<file path="config.mk">
export PLATFORM = sky130hd
export DESIGN_NAME = branch_predictor
export DESIGN_NICKNAME = d
export VERILOG_FILES = /design/src/rtl/branch_predictor.sv
export SDC_FILE = /design/constraint.sdc
export NUM_CORES = 1
export LEC_CHECK = 0
export BUFFER_PORTS_ARGS = -buffer_cell sky130_fd_sc_hd__buf_4
export CAP_MARGIN = 10
export CORE_MARGIN = 3
export CORE_UTILIZATION = 35
export CTS_BUF_LIST = sky130_fd_sc_hd__clkbuf_8
export CTS_CLUSTER_SIZE = 28
export DETAILED_ROUTE_END_ITERATION = 6
export HOLD_SLACK_MARGIN = 0.05
export RECOVER_POWER = 100
export REMOVE_ABC_BUFFERS = 1
export SYNTH_ARGS = -nofsm -noshare
export SYNTH_HDL_FRONTEND = slang
export SYNTH_SLANG_ARGS = --single-unit
</file>
<file path="constraint.sdc">
create_clock -name clk -period 2 [get_ports clk]
set_input_delay 0.2 -clock clk [delete_from_list [all_inputs] [get_ports clk]]
set_output_delay 0.2 -clock clk [all_outputs]
set_load 0.05 [all_outputs]
</file>
<file path="src/rtl/branch_predictor.sv">
// Branch history table of 2-bit saturating counters indexed by low PC bits.
// Optional perf counters (br_count, mispred_count) under BP_PERF_COUNTERS_EN.
module branch_predictor #(
  parameter int unsigned IDX_BITS = 4,
  parameter logic [1:0]  CNT_INIT = 2'b01
) (
  input  logic        clk,
  input  logic        rst,
  input  logic [31:0] fetch_pc,
  output logic        predict,
  input  logic [31:0] x_pc,
  input  logic [2:0]  result,
  input  logic        stall,
`ifdef BP_PERF_COUNTERS_EN
  output logic [31:0] br_count,
  output logic [31:0] mispred_count,
`endif
  output logic        mispredict
);

  localparam int unsigned DEPTH = 2 ** IDX_BITS;

  logic [1:0]          r_table [DEPTH];
  logic [IDX_BITS-1:0] w_rd_idx;
  logic [IDX_BITS-1:0] w_wr_idx;
  logic                w_taken;
  logic                w_upd;
  logic [1:0]          w_cur;
  logic [1:0]          w_next;
  logic                w_unused_pc;

  assign w_rd_idx = fetch_pc[IDX_BITS+1:2];
  assign w_wr_idx = x_pc[IDX_BITS+1:2];

  // Untagged table: upper PC bits and byte offset never take part in lookup.
  assign w_unused_pc = ^{fetch_pc[31:IDX_BITS+2], fetch_pc[1:0],
                         x_pc[31:IDX_BITS+2], x_pc[1:0]};

  // A correct prediction repeats predict_was; an incorrect one inverts it.
  assign w_taken    = ~(result[1] ^ result[0]);
  assign w_upd      = result[2] & ~stall & ~rst;
  assign mispredict = result[2] & ~result[0];

  // No bypass: a same-cycle write to rd_idx shows up next cycle.
  assign predict = r_table[w_rd_idx][1];

  always_comb begin
    w_cur  = r_table[w_wr_idx];
    w_next = w_cur;
    if (w_taken) begin
      if (w_cur != 2'b11) w_next = w_cur + 2'd1;
    end else begin
      if (w_cur != 2'b00) w_next = w_cur - 2'd1;
    end
  end

  always_ff @(posedge clk) begin
    if (rst) begin
      for (int unsigned i = 0; i < DEPTH; i++) begin
        r_table[IDX_BITS'(i)] <= CNT_INIT;
      end
    end else if (w_upd) begin
      r_table[w_wr_idx] <= w_next;
    end
  end

`ifdef BP_PERF_COUNTERS_EN
  logic [31:0] r_br_count;
  logic [31:0] r_mispred_count;

  always_ff @(posedge clk) begin
    if (rst) begin
      r_br_count      <= 32'd0;
      r_mispred_count <= 32'd0;
    end else if (w_upd) begin
      r_br_count <= r_br_count + 32'd1;
      if (!result[0]) r_mispred_count <= r_mispred_count + 32'd1;
    end
  end

  assign br_count      = r_br_count;
  assign mispred_count = r_mispred_count;
`else
  // Perf counters not built.
`endif

endmodule

</file>
* After elaboration in Yosys (flattened, before gate mapping) *
Memory sizes are Yosys's and may differ from the RTL's.
Index checks and enable logic that the tools add are counted.

storage, ports and cells
  bits in registers = 0
  RAM bits = 32
  input port bits = 70
  output and inout bits = 2
  logic and storage cells = 24
  memories kept = 1

cells by class
  $add $sub $neg = 2
  equal/unequal tests = 1
  muxes and demuxes = 11
  bitwise operators = 7
  reduce and logical (&&, ||, !) cells = 2

memory list
  memory   words  bits a word  rd ports  clocked after memory_dff  write ports  RTL line  RTL
  r_table  16     2            2         0                         16           23        logic [1:0] r_table [DEPTH];

operators by type and width
  kind                   count
  $mux W2                4
  $mux W1                6
  $mux W4                1
  $and A1 B1 Y1          3
  $not A1 Y1             3
  $add A2 B1 Y2 const B  1
  $ne A2 B2 Y1 const B   1
  $reduce_bool A2 Y1     1
  $reduce_or A2 Y1       1
  $sub A2 B1 Y2 const B  1
  $xor A1 B1 Y1          1

* Logic depth before layout (Yosys ltp) *
  depth in word-level cells = 8
  mapped depth = 7
  mapped depth without buffers = 5

* Worst setup path before layout *
No wires, ideal clock.

  path type = input -> register
  start = input x_pc[5]
  end = memory r_table[14][1], data pin
  setup time = 0.264 ns
  data arrival time = 1.812 ns
  required time = 1.736 ns
  slack = -0.076 ns
  stages = 6
  path buffers = 2
  cells stage by stage = buf_2 -> mux4_2 -> mux4_2 -> a21boi_4 -> buf_4 -> nor3_1

RTL lines
  item                RTL line  RTL
  start: declaration  11        input logic [31:0] x_pc,
  end: declaration    23

==> flow_summary_export.csv <==
group,metric,value,unit
outcome,run_status,"finished, violations left",
outcome,violations,"negative setup slack",
pwr,p_leak,0.000756,uW
grt,grt_usage,0.137,
synth,synth_top_area_share,0.518,
sta,finClkSkew,3.76,ps
route,drtIter0Drc,76,
pwr,switching_share,0.250,
worst_setup_path,start_kind,"register",
sta,timing.hold.ws,401,ps
synth,synth_most_common_cell,"edfxtp_1",
synth,synth_cells,145,
pwr,switchingPower,372,uW
synth,netlist_area,0.00186,sq mm
sta,hold_viol,0,
die,core-area,0.00491,sq mm
clock_tree,cts_sinks,32,
worst_setup_path,path_class,"register to output port",
flow_run,maxCapViolCount,0,
route,postRouteAntennaNets,0,
die,io_pins,72,
worst_setup_path,crit_required,1800,ps
synth,yosys.area.top_type,"edfxtp_1",
grt,grt_pass1_vias,1316,
die,start_util,0.378,
sta,worst_slack,-140,ps
worst_setup_path,critical_path_arrival,1940,ps
min_path,hold-path-cell-count,3,
synth,synthTopCellsByArea,"edfxtp_1 52%, mux4_2 15%, nand2b_1 3.7%",
worst_setup_path,path_buf_inv,2,
worst_setup_path,ff2ff_setup_slack,-60,ps
sta,slew_violations,0,
sta,rsz0062_at_grt,"true",
synth,yosysWarningCount,0,
grt,grt_overflow,0,
synth,synth_common_cells,"32 x edfxtp_1, 17 x nor2_1, 12 x mux4_2",
die,die_w,78.8,um
worst_setup_path,slowest_stage,"mux4_2",
synth,synth-async-reset-ratio,0,
sta,finalSetupViolCount,28,
route,first_pass_iters,4,
worst_setup_path,reg2reg_depth,5,
final_layout,multi_input_area,855,sq um
place,portBuffers,15,
worst_setup_path,max_stage_delay,480,ps
clock_tree,cts_tree,"done",
route,avgRoutedWirePerCell,16.3,um
pwr,p_int,1110,uW
sta,max_slew_margin,0.603,
pwr,power.density,661,mW/mm^2
min_path,hold_class,"input port to register",
pwr,clkPwrFrac,0.311,
synth,synth-main-ff-cell,"edfxtp_1",
worst_setup_path,path_delay_family,"multiplexers",
clock_tree,clockRootBuffer,"clkbuf_8",
final_layout,n_antenna_cell,0,
worst_setup_path,rr_endpoint,"r_table[12][1]",
clock_tree,cts_buffers,5,
sta,fmax,0.467,GHz
route,viasPerCell,5.14,
grt,grt_first_pass_wirelength,6380,um
pwr,combPwrFrac,0.177,
die,fp-row-count,25,
pwr,irDropWorstVdd,0.230,mV
final_layout,nFillCells,456,
clock_tree,htreeDepth,2,
clock_tree,clkTransAtPathRegs,60,ps
clock_tree,clockBufferDepth,2,
final_layout,register_area,961,sq um
min_path,hold_start,"x_pc[5]",
worst_setup_path,path_cells,"buf_4 > mux4_2 > mux4_2 > buf_6",
synth,ys_ff_latch,32,
pwr,power,1490,uW
grt,antenna_found_initial,0,
clock_tree,clk_latency,280,ps
final_layout,top_register,"r_table",
die,die_area,0.00621,sq mm
route,finalWirelength,3950,um
clock_tree,cts_setup_buffers,0,
min_path,holdPathEnd,"r_table[13][0]",
final_layout,largest_reg_flops,32,
sta,worst_pin_slew,598,ps
worst_setup_path,critPathCaptureType,"output port",
final_layout,final_nets,245,
synth,ys_seq_area_frac,0.518,
route,num_vias,1249,
die,die_y,78.8,um
worst_setup_path,crit_top_cell,"mux4_2",
final_layout,areaGrowthSynthToFinish,21.2,%
place,post-dp-hpwl,3070,um
worst_setup_path,r2r-start,"r_table[13][0]",
sta,fin_crit_sh,1.07,
synth,synth_cell_types,28,
final_layout,reg.largest.list,"r_table x32",
sta,fin_crit,2140,ps
synth,synth-edff-count,32,
grt,grt_max_degree,17,
route,drc,0,
place,gp_congestion,0.783,
pwr,pwr-share-seq,0.512,
worst_setup_path,crit_fanout,2,
final_layout,drive_above_1_share,0.398,
synth,syn_avg_cell_area,12.8,sq um
[routing by layer]
layer  vias to the layer above  wire (um)  global-route usage
li1                        594          -                   -
met1                       629       1700               0.157
met2                        21       2030               0.240
met3                         5        157              0.0363
met4                         0         69              0.0619
met5                         -          0                   0
[what timing repair did]
item                       4_1_cts  5_1_grt
setup endpoints to repair       29       29
hold buffers                     0        0
pin swaps                       10        0
resized for setup                6        4
[kinds of logic (layout without fill, tap and decap cells)]
kind of cell	after synthesis	in the layout	synth area share
AND/OR/NAND/NOR	81	81	0.235
flip-flops	32	32	0.518
multiplexers	16	16	0.185
buffers and inverters	11	42	0.0330
AO/OA/AOI/OAI	4	4	0.0243
XOR/XNOR	1	1	0.00472
[layout make-up]
cell class	count	area share
clock inverter	3	0.00501
sequential	32	0.427
inverter	1	0.00167
clock buffer	5	0.0306
timing repair buffer	33	0.118
tap	67	0.0373
multi-input combinational	102	0.380
[per-stage QoR]
step	worst slack [ps]	util	setup TNS, ps	cell area (sq um)	cells
finish	-140	0.458	-992	2250	243
floorplan	-62.7	-	-125	1800	135
global placement	-185	0.439	-5020	2150	235
CTS	-145	0.457	-1360	2240	243
global route	-170	0.458	-2390	2250	243
detailed placement	-176	0.439	-4310	2150	235
[power groups by stage]
stage	sequential, uW	combinational [uW]	clock (uW)
4_1_cts	761	260	461
2_1_floorplan	769	128	0
6_report	761	263	462
5_1_grt	761	278	493
3_3_place_gp	774	242	0
3_5_place_dp	775	249	0
[worst min-delay path, stage by stage]
cell	delay [ps]
buf_4	150
nand3_1	120
or2b_1	110
[cell usage in the layout (no fill, tap or decap)]
master     n
edfxtp_1  32
mux2i_1    1
mux2i_4    1
nand2_2    7
nor3_1     8
nand2_1    9
a21bo_4    1
clkbuf_1   4
buf_6      2
nand3_1    6
nor2b_1    5
buf_4     25
clkinv_1   1
inv_1      3
nand2b_1  11
or2b_1     2
o22a_1     1
clkbuf_8   5
nand2_4    1
buf_12     2
nor2_1    17
nand3_2    2
and3_1     2
mux4_2    14
a22oi_2    1
a21boi_4   1
nand3b_1   1
nor3b_1    1
or2_2      8
xnor2_1    1
and2_0     1
[how the worst max path moves through the flow]
| stage | startpoint | slack [ps] | cells after the start | endpoint |
|---|---|---|---|---|
| final | r_table[11][1] | -140 | 4 | predict |
| after global routing | r_table[7][1] | -170 | 4 | predict |
| after CTS | r_table[11][1] | -140 | 4 | predict |
| after detailed placement | x_pc[4] | -180 | 6 | r_table[12][1] |
| after global placement | x_pc[4] | -180 | 6 | r_table[12][1] |
| after floorplan | r_table[5][1] | -60 | 5 | r_table[13][0] |
(Power assumes the default switching activity.)
